## config.mk

```make
export PLATFORM = sky130hd
export DESIGN_NAME = icache_responder
export DESIGN_NICKNAME = d
export VERILOG_FILES = /design/src/rtl/icache_responder.sv
export SDC_FILE = /design/constraint.sdc
export NUM_CORES = 1
export LEC_CHECK = 0
export CAP_MARGIN = 40
export CORE_MARGIN = 10
export CORE_UTILIZATION = 55
export CTS_CLUSTER_SIZE = 24
export DETAILED_ROUTE_END_ITERATION = 7
export GPL_TIMING_DRIVEN = 0
export HOLD_SLACK_MARGIN = 0.06
export PLACE_DENSITY_LB_ADDON = 0.1
export RECOVER_POWER = 100
export SLEW_MARGIN = 20
export SYNTH_ARGS = -nofsm -noshare
export SYNTH_HDL_FRONTEND = slang
export SYNTH_SLANG_ARGS = --single-unit
```

## constraint.sdc

```tcl
create_clock -name CLK -period 6.6 [get_ports CLK]
set_input_delay 0.66 -clock CLK [delete_from_list [all_inputs] [get_ports CLK]]
set_output_delay 0.66 -clock CLK [all_outputs]
set_load 0.02 [all_outputs]
```

## src/rtl/icache_responder.sv

```systemverilog
// Direct-mapped, one-word-per-block instruction cache responder. Hits answer combinationally;
// misses fetch the block from memory. The optional ICACHE_STATS_EN macro adds hit/miss counters.
`timescale 1ns/1ps

module icache_responder #(
    parameter  int NSETS = 16,
    localparam int IDXW  = $clog2(NSETS)
) (
    input  logic        CLK,
    input  logic        nRST,
    input  logic        imemREN,
    input  logic [31:0] imemaddr,
    output logic        ihit,
    output logic [31:0] imemload,
    output logic        iREN,
    output logic [31:0] iaddr,
    input  logic        iwait,
    input  logic [31:0] iload
`ifdef ICACHE_STATS_EN
    ,
    output logic [31:0] hit_count,
    output logic [31:0] miss_count
`endif
);

    localparam int TAGW = 32 - IDXW - 2;

    typedef enum logic {
        IDLE = 1'b0,
        MISS = 1'b1
    } state_t;

    state_t            r_state;
    logic [31:0]       r_miss_addr;
    logic [NSETS-1:0]  r_valid;
    logic [TAGW-1:0]   r_tag  [NSETS];
    logic [31:0]       r_data [NSETS];

    logic [IDXW-1:0]   w_idx;
    logic [TAGW-1:0]   w_tag;
    logic [IDXW-1:0]   w_fill_idx;
    logic [TAGW-1:0]   w_fill_tag;
    logic              w_hit;
    logic              w_fill;
    logic              w_unused;

    assign w_idx      = imemaddr[IDXW+1:2];
    assign w_tag      = imemaddr[31:IDXW+2];
    assign w_fill_idx = r_miss_addr[IDXW+1:2];
    assign w_fill_tag = r_miss_addr[31:IDXW+2];
    assign w_unused   = ^imemaddr[1:0];

    assign w_hit  = (r_state == IDLE) && imemREN && r_valid[w_idx] && (r_tag[w_idx] == w_tag);
    assign w_fill = (r_state == MISS) && !iwait;

    assign ihit     = w_hit;
    assign imemload = w_hit ? r_data[w_idx] : 32'd0;
    assign iREN     = (r_state == MISS);
    assign iaddr    = (r_state == MISS) ? r_miss_addr : 32'd0;

    always_ff @(posedge CLK or negedge nRST) begin
        if (!nRST) begin
            r_state     <= IDLE;
            r_miss_addr <= 32'd0;
            r_valid     <= '0;
        end else begin
            case (r_state)
                IDLE: begin
                    if (imemREN && !w_hit) begin
                        r_miss_addr <= imemaddr;
                        r_state     <= MISS;
                    end
                end
                MISS: begin
                    // The fill always targets the latched address, whatever the fetch port does now.
                    if (!iwait) begin
                        r_valid[w_fill_idx] <= 1'b1;
                        r_state             <= IDLE;
                    end
                end
                default: r_state <= IDLE;
            endcase
        end
    end

    // Tag/data storage carries no reset; the valid bits alone qualify a frame.
    always_ff @(posedge CLK) begin
        if (w_fill) begin
            r_tag[w_fill_idx]  <= w_fill_tag;
            r_data[w_fill_idx] <= iload;
        end
    end

`ifdef ICACHE_STATS_EN
    logic [31:0] r_hit_count;
    logic [31:0] r_miss_count;

    always_ff @(posedge CLK or negedge nRST) begin
        if (!nRST) begin
            r_hit_count  <= 32'd0;
            r_miss_count <= 32'd0;
        end else begin
            if (w_hit)
                r_hit_count <= r_hit_count + 32'd1;
            if ((r_state == IDLE) && imemREN && !w_hit)
                r_miss_count <= r_miss_count + 32'd1;
        end
    end

    assign hit_count  = r_hit_count;
    assign miss_count = r_miss_count;
`endif

endmodule

```

==> results.tsv <==
stage	metric	value	unit
yosys	Yosys cell types	61	
sta	Final Hold Fails	0	
global_route	vias in the first global route	20000	
global_route	largest net degree at the start of global routing	35	
clocking	Skew-Pair Late Insertion Delay	0.66	ns
worst_setup_path	Setup CP Type	in -> out	
pwr	Internal	10.6	mW
routing	DRC viols	0	
final_layout	Syn-to-layout area delta	15.3	%
yosys	number of synthesized flops with an enable pin	928	
sta	Max Clock Freq	157	MHz
global_route	total track usage	0.238	
sta	fin crit share	0.968	
final_layout	fin nets	2101	
yosys	YS warnings	0	
yosys	largest area contributor in the synthesized netlist	edfxtp_1	
sta	skew final	0.0297	ns
final_layout	layout cells sized above 1	0.233	
run	MaxCap Viol Count	20	
yosys	ys async rst share	0.0502	
routing	routed wire length	96000	um
pwr	Net Sw Frac	0.227	
final_layout	Final Instance Count excl. Fillers	3042	
routing	Iteration-0 DRC Markers	2207	
pwr	clock group share of total power	0.383	
final_layout	post-layout instance area	44200	um2
sta	Worst slew margin	-0.506	
clocking	Inserted Clock Buffers	98	
die	DIE WIDTH	284	um
final_layout	commonest non-fill, non-tap cell in the layout	edfxtp_1	
place	Detailed Place HPWL	63600	um
die	row count	96	
worst_setup_path	Req. time, crit path	5.94	ns
pwr	Logic pwr share	0.078	
yosys	Post-Synthesis Cells	1703	
yosys	largest cells by area after synthesis	edfxtp_1 73%, mux4_2 15%, dfrtp_1 3.2%, mux2i_1 1.2%, mux2_4 1.1%	
routing	WL met1	37200	um
routing	Top Metal Used	met5	
global_route	first-pass GRT wire length	139000	um
yosys	Post-Syn Area	38300	um2
yosys	Synth top area share	0.727	
yosys	Avg Cell Area, Syn	22.5	um2
routing	Vias	18900	
final_layout	Layout Utilization	0.642	
die	Die Ht	284	um
yosys	sequential area share after synthesis	0.759	
sta	minimum clock period	6.39	ns
final_layout	n_diodes	0	
die	Die Area	80700	um2
yosys	synthesis-stage register bit count	977	
pwr	Design Power	13.8	mW
sta	fin. max-slew vios	295	
sta	Tightest Pin Transition	2.26	ns
routing	DRT Pass-1 Iters	5	
global_route	antenna violations before repair	8	
pwr	Switch Pwr	3.13	mW
pwr	Max IR drop VDD	0.259	mV
yosys	Top FF cell, synth	edfxtp_1	
clocking	CTS Buffer Depth	3	
place	port bufs	129	
run_status	status	finished with violations	
place	gpl congestion	0.877	
pwr	Static Leakage	14.2	nW
clocking	root buffer cell	clkbuf_16	
clocking	clock-pin slew on the worst setup and hold paths	0.06	ns
pwr	Seq pwr share	0.539	
routing	Routed wire per std cell	31.5	um
worst_setup_path	Startpoint Class	input port	
clocking	CTS tree	yes	
clocking	clock sink count	977	
pwr	Power Dens Cells	311	nW/um2
routing	metal2 WL	49300	um
clocking	Max H-tree Level	3	
run_status	failing checks	capacitance limit, slew limit	
worst_setup_path	Worst Path Max Fanout	19	
die	Core Area	68800	um2
routing	routed wl met3	5900	um
die	I/O Pins	134	
final_layout	highest-count cells in the layout ignoring fill and taps	928 x edfxtp_1, 256 x mux4_2, 137 x clkbuf_1	
place	Area after DPL	42300	um2
sta	setup TNS	0	ns
yosys	Post-Syn Nets	1771	
min_path	worst min path class	reg -> reg	
global_route	GR Overflow Total	0	
routing	Final ANT Viol Nets	0	
worst_setup_path	arrival time worst endpoint	5.73	ns
place	DP Cell Count	2859	
die	Initial Util	0.557	
sta	final setup fails	0	
routing	vias per cell	6.20	
worst_setup_path	Critical Path Sink Type	output port	
repair_timing:
| item | CTS | global route |
|---|---|---|
| endpoints found under the setup margin | 29 | 22 |
| hold buffers | 1 | 0 |
| hold endpoints to repair | 15 | 0 |
| setup buffers | 2 | 0 |
| resized for setup | 2 | 7 |
flip-flops by register name, summed over array words and instances (netlist names):
| register | count |
|---|---|
| r_data | 512 |
| r_valid | 16 |
| r_miss_addr | 32 |
| iREN | 1 |
| r_tag | 416 |
through the flow:
| stage | hold slack (ns) | setup slack, ns |
|---|---|---|
| 2_1_floorplan | 0.364 | 0.885 |
| 3_3_place_gp | 0.446 | -5.37 |
| 3_5_place_dp | 0.452 | -0.407 |
| 4_1_cts | 0.430 | 0.00641 |
| 5_1_grt | 0.476 | -0.00154 |
| 6_report | 0.467 | 0.212 |
power by group through the flow:
stage               Sequential, mW  Clock [mW]  Combinational (mW)
finish                        7.41        5.27                1.07
floorplan                     7.45           0               0.676
global route                  7.44        5.61                1.13
CTS                           7.40        5.34                1.19
global placement              7.53           0                1.08
detailed placement            7.53           0                1.19
routing by layer:
metal	vias up	GRT usage
met2	764	0.408
met3	227	0.0443
met4	6	0.0828
met1	10100	0.304
met5	-	0
li1	7818	-
final timing paths:
path / depth (start not counted) / slack [ns] / to / from
max in group asynchronous: 3 / 3.11 / r_miss_addr[27] / nRST
worst max register to register: 7 / 0.26 / r_data[11][10] / iREN
min in group asynchronous: 2 / 0.79 / r_miss_addr[9] / nRST
worst max-delay path: 16 / 0.21 / imemload[23] / imemaddr[2]
worst min register to register: 1 / 0.47 / r_valid[15] / r_valid[15]
worst min-delay path: 1 / 0.47 / r_valid[15] / r_valid[15]
final cells by class:
| cell class | instances | area [um2] |
|---|---|---|
| multi-input combinational | 635 | 8660 |
| inverter | 6 | 22.5 |
| fill | 4709 | 24600 |
| timing repair buffer | 231 | 1830 |
| tap | 931 | 1160 |
| clock inverter | 50 | 383 |
| sequential | 977 | 29100 |
| clock buffer | 128 | 2650 |
| buffer | 84 | 420 |
Yosys cell counts, types with 4 or more instances:
cell type,count
a21oi_1,6
a221o_1,5
a221oi_2,4
a22o_1,4
a22oi_1,5
and2_1,35
and3_1,4
buf_1,11
buf_2,23
buf_4,11
buf_6,4
clkbuf_1,33
dfrtp_1,49
edfxtp_1,928
inv_1,5
mux2_2,8
mux2_4,29
mux2i_1,45
mux4_1,4
mux4_2,256
nand2_1,15
nand2b_1,8
nand3_1,5
nand4_1,4
nor2_1,32
nor2b_1,45
nor3_1,13
nor4_1,6
nor4b_1,4
o211ai_1,4
o21ai_0,12
or2_2,16
xnor2_1,15
xor2_1,10
critical path: stages:
cell and delay (ns):
clkdlybuf4s50_1 0.54, buf_6 0.23, buf_6 0.22, buf_6 0.35
mux4_2 0.57, a22o_1 0.26, a221oi_2 0.19, xnor2_1 0.18
nor3_1 0.42, o2111ai_1 0.22, nand4b_1 0.21, buf_4 0.18
buf_4 0.17, clkbuf_1 0.30, nor2b_1 0.31, clkdlybuf4s50_1 0.66
cell families after synthesis:
| logic type | synth area share |
|---|---|
| buffers and inverters | 0.0128 |
| AO/OA/AOI/OAI | 0.0141 |
| AND/OR/NAND/NOR | 0.0301 |
| multiplexers | 0.179 |
| XOR/XNOR | 0.00571 |
| flip-flops | 0.759 |
(Power assumes the default switching activity.)
